File: src/rtl/mux_scan_if.sv
// -----------------------------------------------------------------------------
// mux_scan_if
// Bundles the channel data, the selection controls and the registered results
// of mux_scan into one interface.
//   in        : CH*W packed channel data, channel k at [k*W +: W]
//   mode      : 0 = manual select, 1 = auto-scan
//   sel       : channel index used in manual mode
//   en        : scan enable mask, bit k includes channel k in the scan
//   dwell     : extra cycles spent on each channel while scanning
//   out       : registered data of the selected channel
//   out_sel   : registered index of the channel driving out
//   out_valid : out/out_sel carry a valid selection
//   wrap      : one-cycle pulse when the scan index wraps
// Modports: master drives the controls, slave is the mux itself.
// -----------------------------------------------------------------------------
interface mux_scan_if #(
  parameter int CH = 16,
  parameter int W  = 1
);
  localparam int SW = $clog2(CH);

  logic [CH*W-1:0] in;
  logic            mode;
  logic [SW-1:0]   sel;
  logic [CH-1:0]   en;
  logic [7:0]      dwell;
  logic [W-1:0]    out;
  logic [SW-1:0]   out_sel;
  logic            out_valid;
  logic            wrap;

  modport master (
    output in, mode, sel, en, dwell,
    input  out, out_sel, out_valid, wrap
  );

  modport slave (
    input  in, mode, sel, en, dwell,
    output out, out_sel, out_valid, wrap
  );
endinterface

File: src/rtl/mux_scan.sv
// -----------------------------------------------------------------------------
// mux_scan
// Channel multiplexer with a manual mode (out follows sel) and an auto-scan
// mode that walks the enabled channels, staying dwell+1 cycles on each.
// An all-zero enable mask in scan mode parks the block in HALT with the last
// output held and out_valid low.
// Ports:
//   clk : rising-edge clock
//   rst : synchronous, active-high reset
//   bus : mux_scan_if slave modport (data, controls and registered results)
// -----------------------------------------------------------------------------
module mux_scan #(
  parameter int CH = 16,
  parameter int W  = 1
) (
  input  logic        clk,
  input  logic        rst,
  mux_scan_if.slave   bus
);
  localparam int SW = $clog2(CH);

  typedef enum logic [1:0] {
    ST_MANUAL = 2'd0,
    ST_SCAN   = 2'd1,
    ST_HALT   = 2'd2
  } state_t;

  state_t        state_q, state_d;
  logic [W-1:0]  out_q, out_d;
  logic [SW-1:0] out_sel_q, out_sel_d;
  logic          out_valid_q, out_valid_d;
  logic          wrap_q, wrap_d;
  logic [SW-1:0] cur_q, cur_d;
  logic [7:0]    count_q, count_d;

  logic [SW-1:0] first_en_s;
  logic [SW-1:0] next_en_s;

  // Lowest-indexed set bit of the mask; 0 when the mask is empty.
  function automatic logic [SW-1:0] lowest_set(input logic [CH-1:0] mask);
    logic [SW-1:0] idx;
    idx = {SW{1'b0}};
    // Descending walk so the lowest set bit is written last.
    for (int k = CH - 1; k >= 0; k--) begin
      if (mask[k]) idx = SW'(k);
      else         idx = idx;
    end
    return idx;
  endfunction

  // First set bit searching upward from base+1, wrapping modulo CH.
  // Offset CH aliases to base itself, so a lone enabled channel finds itself.
  function automatic logic [SW-1:0] next_after(input logic [CH-1:0] mask,
                                               input logic [SW-1:0] base);
    logic [SW-1:0] idx;
    logic [SW-1:0] cand;
    idx = base;
    for (int i = CH; i >= 1; i--) begin
      cand = base + SW'(i);
      if (mask[cand]) idx = cand;
      else            idx = idx;
    end
    return idx;
  endfunction

  // Slice one channel out of the packed data bus.
  function automatic logic [W-1:0] chan(input logic [CH*W-1:0] data,
                                        input logic [SW-1:0]   idx);
    return data[int'(idx)*W +: W];
  endfunction

  // Channel search results, evaluated every cycle in a single pass.
  always_comb begin
    first_en_s = lowest_set(bus.en);
    next_en_s  = next_after(bus.en, cur_q);
  end

  // Next-state and next-output logic for all three states.
  always_comb begin
    state_d     = state_q;
    out_d       = out_q;
    out_sel_d   = out_sel_q;
    out_valid_d = out_valid_q;
    wrap_d      = 1'b0;
    cur_d       = cur_q;
    count_d     = count_q;

    if (!bus.mode) begin
      state_d     = ST_MANUAL;
      out_d       = chan(bus.in, bus.sel);
      out_sel_d   = bus.sel;
      out_valid_d = 1'b1;
      count_d     = 8'd0;
    end else if (bus.en == {CH{1'b0}}) begin
      // Outputs keep their last values; only validity drops.
      state_d     = ST_HALT;
      out_valid_d = 1'b0;
      count_d     = 8'd0;
    end else begin
      state_d = ST_SCAN;
      case (state_q)
        ST_SCAN: begin
          // >= rather than == so a dwell lowered below count advances at once.
          if (!bus.en[cur_q] || (count_q >= bus.dwell)) begin
            cur_d   = next_en_s;
            count_d = 8'd0;
            wrap_d  = (next_en_s <= cur_q);
          end else begin
            count_d = count_q + 8'd1;
          end
        end
        default: begin
          // Entering the scan from MANUAL or HALT.
          cur_d   = first_en_s;
          count_d = 8'd0;
        end
      endcase
      // Data is taken live from the channel being shown this cycle.
      out_d       = chan(bus.in, cur_d);
      out_sel_d   = cur_d;
      out_valid_d = 1'b1;
    end
  end

  // State and output registers with synchronous reset.
  always_ff @(posedge clk) begin
    if (rst) begin
      state_q     <= ST_MANUAL;
      out_q       <= {W{1'b0}};
      out_sel_q   <= {SW{1'b0}};
      out_valid_q <= 1'b0;
      wrap_q      <= 1'b0;
      cur_q       <= {SW{1'b0}};
      count_q     <= 8'd0;
    end else begin
      state_q     <= state_d;
      out_q       <= out_d;
      out_sel_q   <= out_sel_d;
      out_valid_q <= out_valid_d;
      wrap_q      <= wrap_d;
      cur_q       <= cur_d;
      count_q     <= count_d;
    end
  end

  assign bus.out       = out_q;
  assign bus.out_sel   = out_sel_q;
  assign bus.out_valid = out_valid_q;
  assign bus.wrap      = wrap_q;

endmodule

File: src/flat_wrapper.sv
// flat-port wrapper written by rule: the top's interface ports become plain ports
module mux_scan_flat 
#(
  parameter int CH = 16,
  parameter int W  = 1
)
  (clk, rst, bus_in, bus_mode, bus_sel, bus_en, bus_dwell, bus_out, bus_out_sel, bus_out_valid, bus_wrap);
  mux_scan_if #(.CH(CH), .W(W)) bus_i ();
  input  logic clk;
  input  logic rst;
  input wire logic [$bits(bus_i.in)-1:0] bus_in;
  input wire logic [$bits(bus_i.mode)-1:0] bus_mode;
  input wire logic [$bits(bus_i.sel)-1:0] bus_sel;
  input wire logic [$bits(bus_i.en)-1:0] bus_en;
  input wire logic [$bits(bus_i.dwell)-1:0] bus_dwell;
  output wire logic [$bits(bus_i.out)-1:0] bus_out;
  output wire logic [$bits(bus_i.out_sel)-1:0] bus_out_sel;
  output wire logic [$bits(bus_i.out_valid)-1:0] bus_out_valid;
  output wire logic [$bits(bus_i.wrap)-1:0] bus_wrap;
  assign bus_i.in = bus_in;
  assign bus_i.mode = bus_mode;
  assign bus_i.sel = bus_sel;
  assign bus_i.en = bus_en;
  assign bus_i.dwell = bus_dwell;
  assign bus_out = bus_i.out;
  assign bus_out_sel = bus_i.out_sel;
  assign bus_out_valid = bus_i.out_valid;
  assign bus_wrap = bus_i.wrap;
  mux_scan #(.CH(CH), .W(W)) u_core (.clk(clk), .rst(rst), .bus(bus_i));
endmodule
File: config.mk
export PLATFORM = sky130hd
export DESIGN_NAME = mux_scan_flat
export DESIGN_NICKNAME = d
export VERILOG_FILES = /design/src/rtl/mux_scan_if.sv /design/src/rtl/mux_scan.sv /design/src/flat_wrapper.sv
export SDC_FILE = /design/constraint.sdc
export NUM_CORES = 1
export LEC_CHECK = 0
export CAP_MARGIN = 20
export CORE_AREA = 2 2 118 120
export CTS_BUF_LIST = sky130_fd_sc_hd__clkbuf_8
export CTS_CLUSTER_DIAMETER = 60
export DETAILED_ROUTE_END_ITERATION = 10
export DIE_AREA = 0 0 120 122
export PLACE_DENSITY = 0.51
export SLEW_MARGIN = 20
export SYNTH_ARGS = -nofsm -noshare
export SYNTH_HDL_FRONTEND = slang
export SYNTH_SLANG_ARGS = --single-unit
File: constraint.sdc
create_clock -name clk -period 5.31 [get_ports clk]
set_clock_uncertainty 0.1 [all_clocks]
set_input_delay 1.3275 -clock clk [delete_from_list [all_inputs] [get_ports clk]]
set_output_delay 1.3275 -clock clk [all_outputs]
set_load 0.005 [all_outputs]
**Word-level counts from Yosys, hierarchy flattened**

Cells that the tools add are included.
Widths: inputs -> output; s select.

- Flip-flop bits (word level): 21
- Output and inout bits: 7
- Logic and storage cells: 130

- $add $sub $neg: 16
- Order comparisons: 18
- Equality and inequality tests: 2
- Shift-type cells: 2
- Mux-type cells: 74
- Bitwise operators: 4
- Reduce and logical (&&, ||, !) cells: 7

Operators with widths:

| kind | count |
|---|---|
| $mux 4 | 37 |
| $lt 4x5->1 const B | 16 |
| $bmux 1 s4 | 16 |
| $add 4x4->4 const B | 8 |
| $shiftx 16x5->1 | 2 |
| $mux 1 | 20 |
| $add 4x3->4 const B | 4 |
| $logic_not 16->1 | 1 |
| $reduce_or 5->1 | 2 |
| $add 4x2->4 const B | 2 |
| $add 8x1->8 const B | 1 |
| $ge 8x8->1 | 1 |
| $add 4x1->4 const B | 1 |
| $le 4x4->1 | 1 |
| $not 1->1 | 4 |
| $eq 2x1->1 const B | 1 |
| $mux 2 | 1 |
| $ne 2x2->1 const B | 1 |
| $reduce_and 2->1 | 1 |
| $reduce_or 2->1 | 1 |
| $logic_not 1->1 | 1 |
| $logic_or 1x1->1 | 1 |

**Depth between registers and ports, before layout**

Gate-level depths: netlist of the first run.

- Depth after elaboration: 25
- Mapped depth: 23
- Gate-level depth less buffers: 18

**Worst setup path after synthesis of the first run**

Ideal clock, no wire load.

- Path kind: flip-flop to flip-flop
- From: register u_core.cur_q[1]
- To: register u_core.wrap_q (netlist: u_core.bus.wrap)
- Setup time: 0.092 ns
- Arrival time: 4.615 ns
- Required time: 5.118 ns
- Path slack: 0.503 ns
- Stages on the path, launching flop included: 22
- Buffers on the path: 5
- Period minus slack after synthesis: 4.807 ns
- Cells stage by stage: dfxtp_1 buf_2 buf_4 buf_2 inv_1 ha_1 buf_6 buf_12 mux4_1 mux2i_4 mux2i_2 a2111o_1 a2111oi_2 a31oi_2 a211oi_1 ha_1 nor2b_1 o21ai_0 nand2b_1 a21oi_1 a41oi_1 nor4_1

- Word-level cells in the longest chain between the ends: 19
- Elaborated cells between the ends (all ways): 67
- Those cells by class: add/sub: 15; order compare: 1; mux: 47; bitwise: 1; reduce/logical: 3

RTL lines:

| element | line | source |
|---|---|---|
| from (decl) | mux_scan.sv:33 | `logic [SW-1:0] cur_q, cur_d;` |
| from (signal assigned) | mux_scan.sv:133 | `cur_q <= {SW{1'b0}};` |
| from (signal assigned) | mux_scan.sv:141 | `cur_q <= cur_d;` |
| $add 4x4->4 | mux_scan.sv:59 | `cand = base + SW'(i);` |
| $bmux 1 s4 | mux_scan.sv:60 | `if (mask[cand]) idx = cand;` |
| $mux 1 (implied by the code) | mux_scan.sv:60 |  |
| $mux 4 (15 in series) | mux_scan.sv:60 |  |
| $le 4x4->1 | mux_scan.sv:107 | `wrap_d = (next_en_s <= cur_q);` |
| to (signal assigned) | mux_scan.sv:140 | `wrap_q <= wrap_d;` |
| to (decl) | mux_scan.sv:32 | `logic wrap_q, wrap_d;` |

Several ways; a longest one is shown, not always the timed one. The select of a mux whose other input is x is not followed.
A chain may end at the register's enable or synchronous reset.

**Worst setup path in the final report of the first run**

- From: input bus_en[13]
- To: register u_core.out_q (netlist: u_core.bus.out)

- Word-level cells in the longest chain between the ends: 24
- Elaborated cells between the ends (all ways): 72
- Those cells by class: eq/ne: 1; shift: 1; mux: 67; reduce/logical: 3

RTL lines:

| element | line | source |
|---|---|---|
| from (decl) | flat_wrapper.sv:14 | `input wire logic [$bits(bus_i.en)-1:0] bus_en;` |
| $bmux 1 s4 | mux_scan.sv:60 |  |
| $mux 1 (implied by the code) | mux_scan.sv:60 |  |
| $mux 4 (15 in series) | mux_scan.sv:60 |  |
| $mux 4 | mux_scan.sv:104 | `if (!bus.en[cur_q] \|\| (count_q >= bus.dwell)) begin` |
| $mux 4 | mux_scan.sv:101 | `case (state_q)` |
| $mux 4 | mux_scan.sv:94 | `end else if (bus.en == {CH{1'b0}}) begin` |
| $mux 4 | mux_scan.sv:88 | `if (!bus.mode) begin` |
| $shiftx 16x5->1 | mux_scan.sv:69 | `return data[int'(idx)*W +: W];` |
| $mux 1 | mux_scan.sv:94 |  |
| $mux 1 | mux_scan.sv:88 |  |
| to (signal assigned) | mux_scan.sv:129 | `out_q <= {W{1'b0}};` |
| to (signal assigned) | mux_scan.sv:137 | `out_q <= out_d;` |
| to (decl) | mux_scan.sv:29 | `logic [W-1:0] out_q, out_d;` |

Several ways; a longest one is shown, not always the timed one. The select of a mux whose other input is x is not followed.

==> results of run 1 <==
what timing repair did:
action,CTS,global route
hold endpoints to repair,0,0
setup endpoints to repair,0,1
resized for setup,0,6
hold buffers,0,0
final timing paths:
check / startpoint / slack (ns) / cells after the start / to
worst max-delay path: bus_en[13] / 0.24 / 14 / u_core.bus.out
worst min-delay path: u_core.bus.out_sel[0] / 0.41 / 2 / u_core.bus.out_sel[0]
worst max register to register: u_core.cur_q[0] / 0.61 / 18 / u_core.bus.wrap
worst min register to register: u_core.bus.out_sel[0] / 0.41 / 2 / u_core.bus.out_sel[0]
layer usage:
| metal | up-vias | share of wire | track usage |
|---|---|---|---|
| li1 | 2029 | - | - |
| met4 | 0 | 0.018 | 0.0485 |
| met5 | - | 0 | 0 |
| met1 | 2002 | 0.44 | 0.230 |
| met2 | 109 | 0.51 | 0.327 |
| met3 | 17 | 0.033 | 0.0103 |
critical path, cell delays in order:
cell	delay (ns)
sky130_fd_sc_hd__clkdlybuf4s50_1	0.53
sky130_fd_sc_hd__mux4_2	0.59
sky130_fd_sc_hd__mux4_2	0.54
sky130_fd_sc_hd__clkinv_1	0.09
sky130_fd_sc_hd__nand2b_1	0.08
sky130_fd_sc_hd__nand2b_1	0.16
sky130_fd_sc_hd__a2111oi_2	0.49
sky130_fd_sc_hd__o41ai_2	0.13
sky130_fd_sc_hd__xnor2_1	0.19
sky130_fd_sc_hd__buf_4	0.16
sky130_fd_sc_hd__a31oi_4	0.30
sky130_fd_sc_hd__mux2_1	0.36
sky130_fd_sc_hd__o32ai_1	0.11
sky130_fd_sc_hd__a211o_1	0.13
registers in the layout, summed over array words and instances, names as in the netlist:
register,cells
u_core.state_q,2
u_core.bus.out_valid,1
u_core.bus.out,1
u_core.count_q,8
u_core.cur_q,4
u_core.bus.wrap,1
u_core.bus.out_sel,4
cell families (layout without fill, tap and decap cells):
| kind of cell | after synthesis | after routing | share of synthesized area |
|---|---|---|---|
| compound gates | 126 | 126 | 0.250 |
| xor+xnor | 23 | 23 | 0.0514 |
| fa+ha+maj | 20 | 20 | 0.0638 |
| buf+inv | 47 | 132 | 0.0571 |
| flops | 21 | 21 | 0.107 |
| mux | 72 | 72 | 0.251 |
| simple gates | 177 | 177 | 0.220 |
power breakdown:
group          internal, mW  leakage (nW)  switching [mW]
sequential            0.165         0.172         0.00864
clock                0.0518        0.0269          0.0584
combinational         0.373          1.81           0.433
through the flow:
| stage | util | hold slack [ns] | total power [mW] |
|---|---|---|---|
| after floorplan | - | 0.348 | 0.689 |
| after global placement | 0.366 | 0.385 | 0.959 |
| after detailed placement | 0.366 | 0.385 | 0.957 |
| after CTS | 0.369 | 0.415 | 1.07 |
| after global routing | 0.372 | 0.446 | 1.18 |
| final | 0.372 | 0.406 | 1.09 |
synthesized netlist by cell type, drive strengths merged (3+ instances only):
cell type   n
a21o        6
mux4       17
o211ai      5
o41ai       3
a31o        3
nand3      21
nor2       54
nor4        7
o21bai      3
nand2      35
ha         20
o21a        3
o21ai      18
clkbuf     10
nand2b     12
a21oi      20
xor2        8
a211oi     13
nor2b       7
nand4       7
a211o       3
a2111oi     5
and3        7
a221oi      9
xnor2      15
dfxtp      21
inv        19
o22ai       4
and2        5
mux2       21
a31oi       8
mux2i      34
buf        16
nor3       10
cell type report:
type / instances / area share
well taps: 180 / 0.0449
clock buffers: 3 / 0.00823
multi-input cells: 418 / 0.660
clock inverters: 1 / 0.000748
repair buffers: 107 / 0.187
flip-flops and latches: 21 / 0.0837
inverters: 21 / 0.0157
==> metrics.yaml, run 1 <==
clocking:
  h-tree-depth: 1
  post-cts-setup-buffers: 0
  worst_skew_pair.late_latency_ns: 0.27
  numCtsBuffers: 3
  clock-sinks: 21
  cts.path.max_buffers: 2
  clkTransAtPathRegs_ns: 0.08
  clock-root-buffer: "sky130_fd_sc_hd__clkbuf_8"
  tritoncts: "yes"
timing:
  max_slew_headroom: 0.390
  fmax_ghz: 0.197
  timing.final.crit_period_ns: 5.07
  worst_slew_pin_slew_ns: 0.905
  fin_tns_setup_ns: 0
  setup_slack_ns: 0.237
  hold_violations: 0
  timing.final.crit_share: 0.955
  setup_viol: 0
  final_max_slew_viol_count: 0
worst_setup_path:
  cp_max_fo: 6
  critical_path_class: "in2reg"
  wp_data_required_ns: 5.43
  worst_setup_path_start_kind: "input pin"
  critPathArrivalTime_ns: 5.20
  critical_path.endpoint_type: "flop"
route:
  drt_first_iter_violations: 229
  drt_pass1_iterations: 4
  wl_um: 12900
  number_of_nets_still_failing_antenna_checks_after_routing: 0
  dr_total_vias: 4157
  drc_errors: 0
  drt-wirelength-per-cell_um: 17.2
  avgViaCountPerCell: 5.54
synth:
  post_synth.cell_area_avg_um2: 8.07
  ys_dominant_reg_cell: "sky130_fd_sc_hd__dfxtp_1"
  netlist_top_cells_area: "sky130_fd_sc_hd__dfxtp_1 (11%), sky130_fd_sc_hd__mux4_2 (9.2%), sky130_fd_sc_hd__mux2i_1 (8.2%)"
  netlist.top_cell.by_area: "sky130_fd_sc_hd__dfxtp_1"
  netlist_area_mm2: 0.00392
  synth.top_cell.area_share: 0.107
  netlist_instances: 486
  ys_types: 84
  synthesis_warning_total: 0
  synth_enable_flop_cells: 0
  postSynthNetCount: 553
  ys_seq_area_frac: 0.107
  synth_async_sr_flop_share: 0
  flip_flop_and_latch_count_after_synthesis: 21
job:
  cap_violations: 0
layout:
  register_area_um2: 420
  finish.net_count: 639
  finish.instance_area_mm2: 0.00502
  final_cell_mix: "sky130_fd_sc_hd__nor2_1 (54), sky130_fd_sc_hd__buf_4 (54), sky130_fd_sc_hd__clkdlybuf4s50_1 (52)"
  number_of_antenna_repair_diodes: 0
  fin_cells: 751
  area_growth_pct: 28.0
  layout.filler_cells: 1402
  multi_input_gate_area_in_the_final_layout_mm2: 0.00331
  post_route_cells_drive_above_1_share: 0.198
placed_design:
  count_of_placed_standard_cells_including_taps: 747
  portBuffers: 53
  dp_hpwl_um: 10400
  finalWeightedCongestion: 1.03
  placed_cell_area_mm2: 0.00494
  setup_slack_at_placement_ns: -0.111
die:
  rows: 43
  placeableCoreArea_mm2: 0.0135
  num_io_pins: 54
  fp.dieW_um: 120
  dieHeight_um: 122
  start_util: 0.290
  floorplan.die_area_mm2: 0.0146
grt:
  number_of_antenna_violations_at_the_first_check_in_global_routing: 0
  gr-usage-all-layers: 0.180
  first_pass_grt_wire_length_um: 21500
  first_global_vias: 4217
  globalRoute.totalOverflow: 0
  grt_max_degree: 22
min_path:
  holdCritPathClass: "reg2reg"
power_and_ir_drop:
  power_leakage_nw: 2.01
  worst_ir_drop_vdd_mv: 0.151
  power_density_mw_per_mm2: 217
outcome:
  run_status: "completed"
Note: power is estimated with default switching activity, not from simulation.
==> run 2, diff against run 1 <==
--- a/config.mk
+++ b/config.mk
@@ -8,10 +8,10 @@
 export CAP_MARGIN = 20
 export CORE_AREA = 2 2 118 120
 export CTS_BUF_LIST = sky130_fd_sc_hd__clkbuf_8
-export CTS_CLUSTER_DIAMETER = 60
+export CTS_CLUSTER_DIAMETER = 30
 export DETAILED_ROUTE_END_ITERATION = 10
 export DIE_AREA = 0 0 120 122
-export PLACE_DENSITY = 0.51
+export PLACE_DENSITY_LB_ADDON = 0.12
 export SLEW_MARGIN = 20
 export SYNTH_ARGS = -nofsm -noshare
 export SYNTH_HDL_FRONTEND = slang
==> run 2 against run 1 <==
  * Sequential share of layout area is 0.12 points lower
  * Maximum frequency is 0.30% lower
  * Flip-flop and latch count stayed put
  * Largest power group unchanged
  * Register-to-register slack better by 0.08 ns
  * Non-clock buffer count is 9 higher
  * Hold slack worse by 0.0042 ns
  * Critical endpoint unchanged
  * Critical path depth is 2 higher
==> metrics.yaml, run 2 (synthesis gave the netlist of run 1 again) <==
timing:
  timing.final.crit_share: 0.958  # +0.00291
  final_max_slew_viol_count: 0  # unchanged
  max_slew_headroom: 0.400  # +0.00964
  hold_violations: 0  # unchanged
  fin_tns_setup_ns: 0  # unchanged
  fmax_ghz: 0.197  # -0.30%
  worst_slew_pin_slew_ns: 0.894  # -0.0113 ns
  setup_viol: 0  # unchanged
  rsz0062_at_grt: "false"
  timing.final.crit_period_ns: 5.09  # +0.0154 ns
die:
  placeableCoreArea_mm2: 0.0135  # unchanged
  num_io_pins: 54  # unchanged
  fp.dieW_um: 120  # unchanged
  dieHeight_um: 122  # unchanged
  floorplan.die_area_mm2: 0.0146  # unchanged
  rows: 43  # unchanged
  start_util: 0.290  # unchanged
job:
  cap_violations: 0  # unchanged
worst_setup_path:
  cp_max_fo: 7  # +1
  worst_setup_path_start_kind: "input pin"
  critPathArrivalTime_ns: 5.15  # -0.05 ns
  regToRegEndpoint: "u_core.bus.out"
  worst_r2r_startpoint: "u_core.cur_q[0]"
  rr_worst_depth: 18  # unchanged
  reg2reg_setup_slack_ns: 0.69  # +0.08 ns
  critical_path_class: "in2reg"
  wp_data_required_ns: 5.37  # -0.06 ns
  critical_path.endpoint_type: "flop"
power_and_ir_drop:
  worst_ir_drop_vdd_mv: 0.165  # +9.5%
  power_mw: 1.11  # +1.6%
  power_leakage_nw: 2.06  # +2.7%
  power_density_mw_per_mm2: 217  # +0.13%
grt:
  globalRoute.totalOverflow: 0  # unchanged
  first_global_vias: 4129  # -2.1%
  grt_max_degree: 27  # +23%
  gr-usage-all-layers: 0.182  # +0.00244
  first_pass_grt_wire_length_um: 21600  # +0.39%
  number_of_antenna_violations_at_the_first_check_in_global_routing: 0  # unchanged
placed_design:
  dp_hpwl_um: 10700  # +3.1%
  count_of_placed_standard_cells_including_taps: 754  # +0.94%
  placed_cell_area_mm2: 0.00500  # +1.3%
  portBuffers: 53  # unchanged
  finalWeightedCongestion: 0.933  # -9.5%
layout:
  area_growth_pct: 29.9
  register_area_um2: 420  # unchanged
  post_route_cells_drive_above_1_share: 0.212  # +0.0142
  most_frequent_standard_cell_in_the_layout_excluding_fill_and_tap_cells: "sky130_fd_sc_hd__buf_4"
  finish.net_count: 648  # +1.4%
  number_of_antenna_repair_diodes: 0  # unchanged
  layout.filler_cells: 1408  # +0.43%
  largest_register_ffs: 8  # unchanged
  final_core_util: 0.377  # +0.00547
  multi_input_gate_area_in_the_final_layout_mm2: 0.00330  # -0.30%
  final_cell_mix: "sky130_fd_sc_hd__buf_4 (62), sky130_fd_sc_hd__nor2_1 (54), sky130_fd_sc_hd__clkdlybuf4s50_1 (51)"
  largest_register: "u_core.count_q"
  fin_cells: 760  # +1.2%
  finish.instance_area_mm2: 0.00509  # +1.5%
clocking:
  numCtsBuffers: 3  # unchanged
  cts_hold_repair.buffers: 0  # unchanged
  h-tree-depth: 1  # unchanged
  worst_skew_pair.late_latency_ns: 0.26  # about the same
  clkTransAtPathRegs_ns: 0.09  # about the same
  cts.path.max_buffers: 2  # unchanged
  clock-root-buffer: "sky130_fd_sc_hd__clkbuf_8"
  tritoncts: "yes"
  clock-sinks: 21  # unchanged
route:
  drt_first_iter_violations: 261  # +14%
  dr_total_vias: 4195  # +0.91%
  drt_pass1_iterations: 4  # unchanged
  drc_errors: 0  # unchanged
  avgViaCountPerCell: 5.52  # -0.28%
  wl_um: 13400  # +3.5%
  drt-wirelength-per-cell_um: 17.6  # +2.2%
  number_of_nets_still_failing_antenna_checks_after_routing: 0  # unchanged
min_path:
  min_from: "u_core.bus.out_sel[1]"
  hold-path-endpoint: "u_core.bus.out_sel[1]"
  holdCritPathClass: "reg2reg"
  hold_depth: 2  # unchanged
outcome:
  run_status: "completed"
[run 2: area by class of cell]
type	instances	area share
clock buffers	3	0.00811
inverters	21	0.0155
well taps	180	0.0442
multi-input cells	418	0.648
repair buffers	116	0.200
flip-flops and latches	21	0.0825
clock inverters	1	0.000983
[run 2: power breakdown]
part	total (mW)	switching (mW)	leakage, nW	internal, mW
Combinational	0.826	0.435	1.86	0.391
Sequential	0.173	0.00781	0.172	0.165
Clock	0.109	0.0564	0.0255	0.0524
Total	1.11	0.499	2.06	0.608
[run 2: repair_timing]
| item | 4_1_cts | 5_1_grt |
|---|---|---|
| endpoints found under the setup margin | 0 | 2 |
| gates resized for setup | 0 | 6 |
| buffers inserted | 0 | 2 |
[run 2: routing by layer]
layer  up-vias  track usage  part of all wire
li1       2048            -                 -
met1      2017        0.238              0.45
met2       114        0.331              0.50
met3        16       0.0126             0.044
met4         0       0.0331            0.0096
met5         -            0                 0
[run 2: critical path: stages]
cell                              delay, ns
sky130_fd_sc_hd__clkdlybuf4s50_1       0.55
sky130_fd_sc_hd__mux2_1                0.37
sky130_fd_sc_hd__mux4_2                0.51
sky130_fd_sc_hd__mux2_4                0.30
sky130_fd_sc_hd__buf_4                 0.14
sky130_fd_sc_hd__a211o_1               0.29
sky130_fd_sc_hd__o211ai_2              0.07
sky130_fd_sc_hd__nand4_1               0.15
sky130_fd_sc_hd__a31oi_2               0.32
sky130_fd_sc_hd__buf_4                 0.17
sky130_fd_sc_hd__a21oi_2               0.07
sky130_fd_sc_hd__buf_4                 0.17
sky130_fd_sc_hd__a221oi_1              0.26
sky130_fd_sc_hd__mux2_1                0.18
sky130_fd_sc_hd__o32ai_1               0.06
sky130_fd_sc_hd__a211o_1               0.22
[run 2: worst max-delay path by stage]
stage	from	endpoint
5_1_grt	bus_en[14]	u_core.bus.wrap
3_5_place_dp	bus_en[12]	u_core.bus.wrap
4_1_cts	bus_en[12]	u_core.bus.wrap
3_3_place_gp	bus_en[8]	u_core.bus.wrap
6_report	bus_en[14]	u_core.bus.out
2_1_floorplan	u_core.cur_q[1]	u_core.bus.wrap
[run 2: metrics by stage]
stage / hold slack (ns) / setup WS (ns)
after floorplan: 0.348 / 0.503
after global placement: 0.385 / -0.146
after detailed placement: 0.387 / -0.0873
after CTS: 0.414 / 0.177
after global routing: 0.431 / 0.0266
final: 0.402 / 0.222
==> run 3, diff against run 2 <==
--- a/config.mk
+++ b/config.mk
@@ -9,6 +9,7 @@
 export CORE_AREA = 2 2 118 120
 export CTS_BUF_LIST = sky130_fd_sc_hd__clkbuf_8
 export CTS_CLUSTER_DIAMETER = 30
+export CTS_CLUSTER_SIZE = 28
 export DETAILED_ROUTE_END_ITERATION = 10
 export DIE_AREA = 0 0 120 122
 export PLACE_DENSITY_LB_ADDON = 0.12
==> results of run 3 <==
Same layout as run 2: the final DEF is identical, and so are final timing and power.
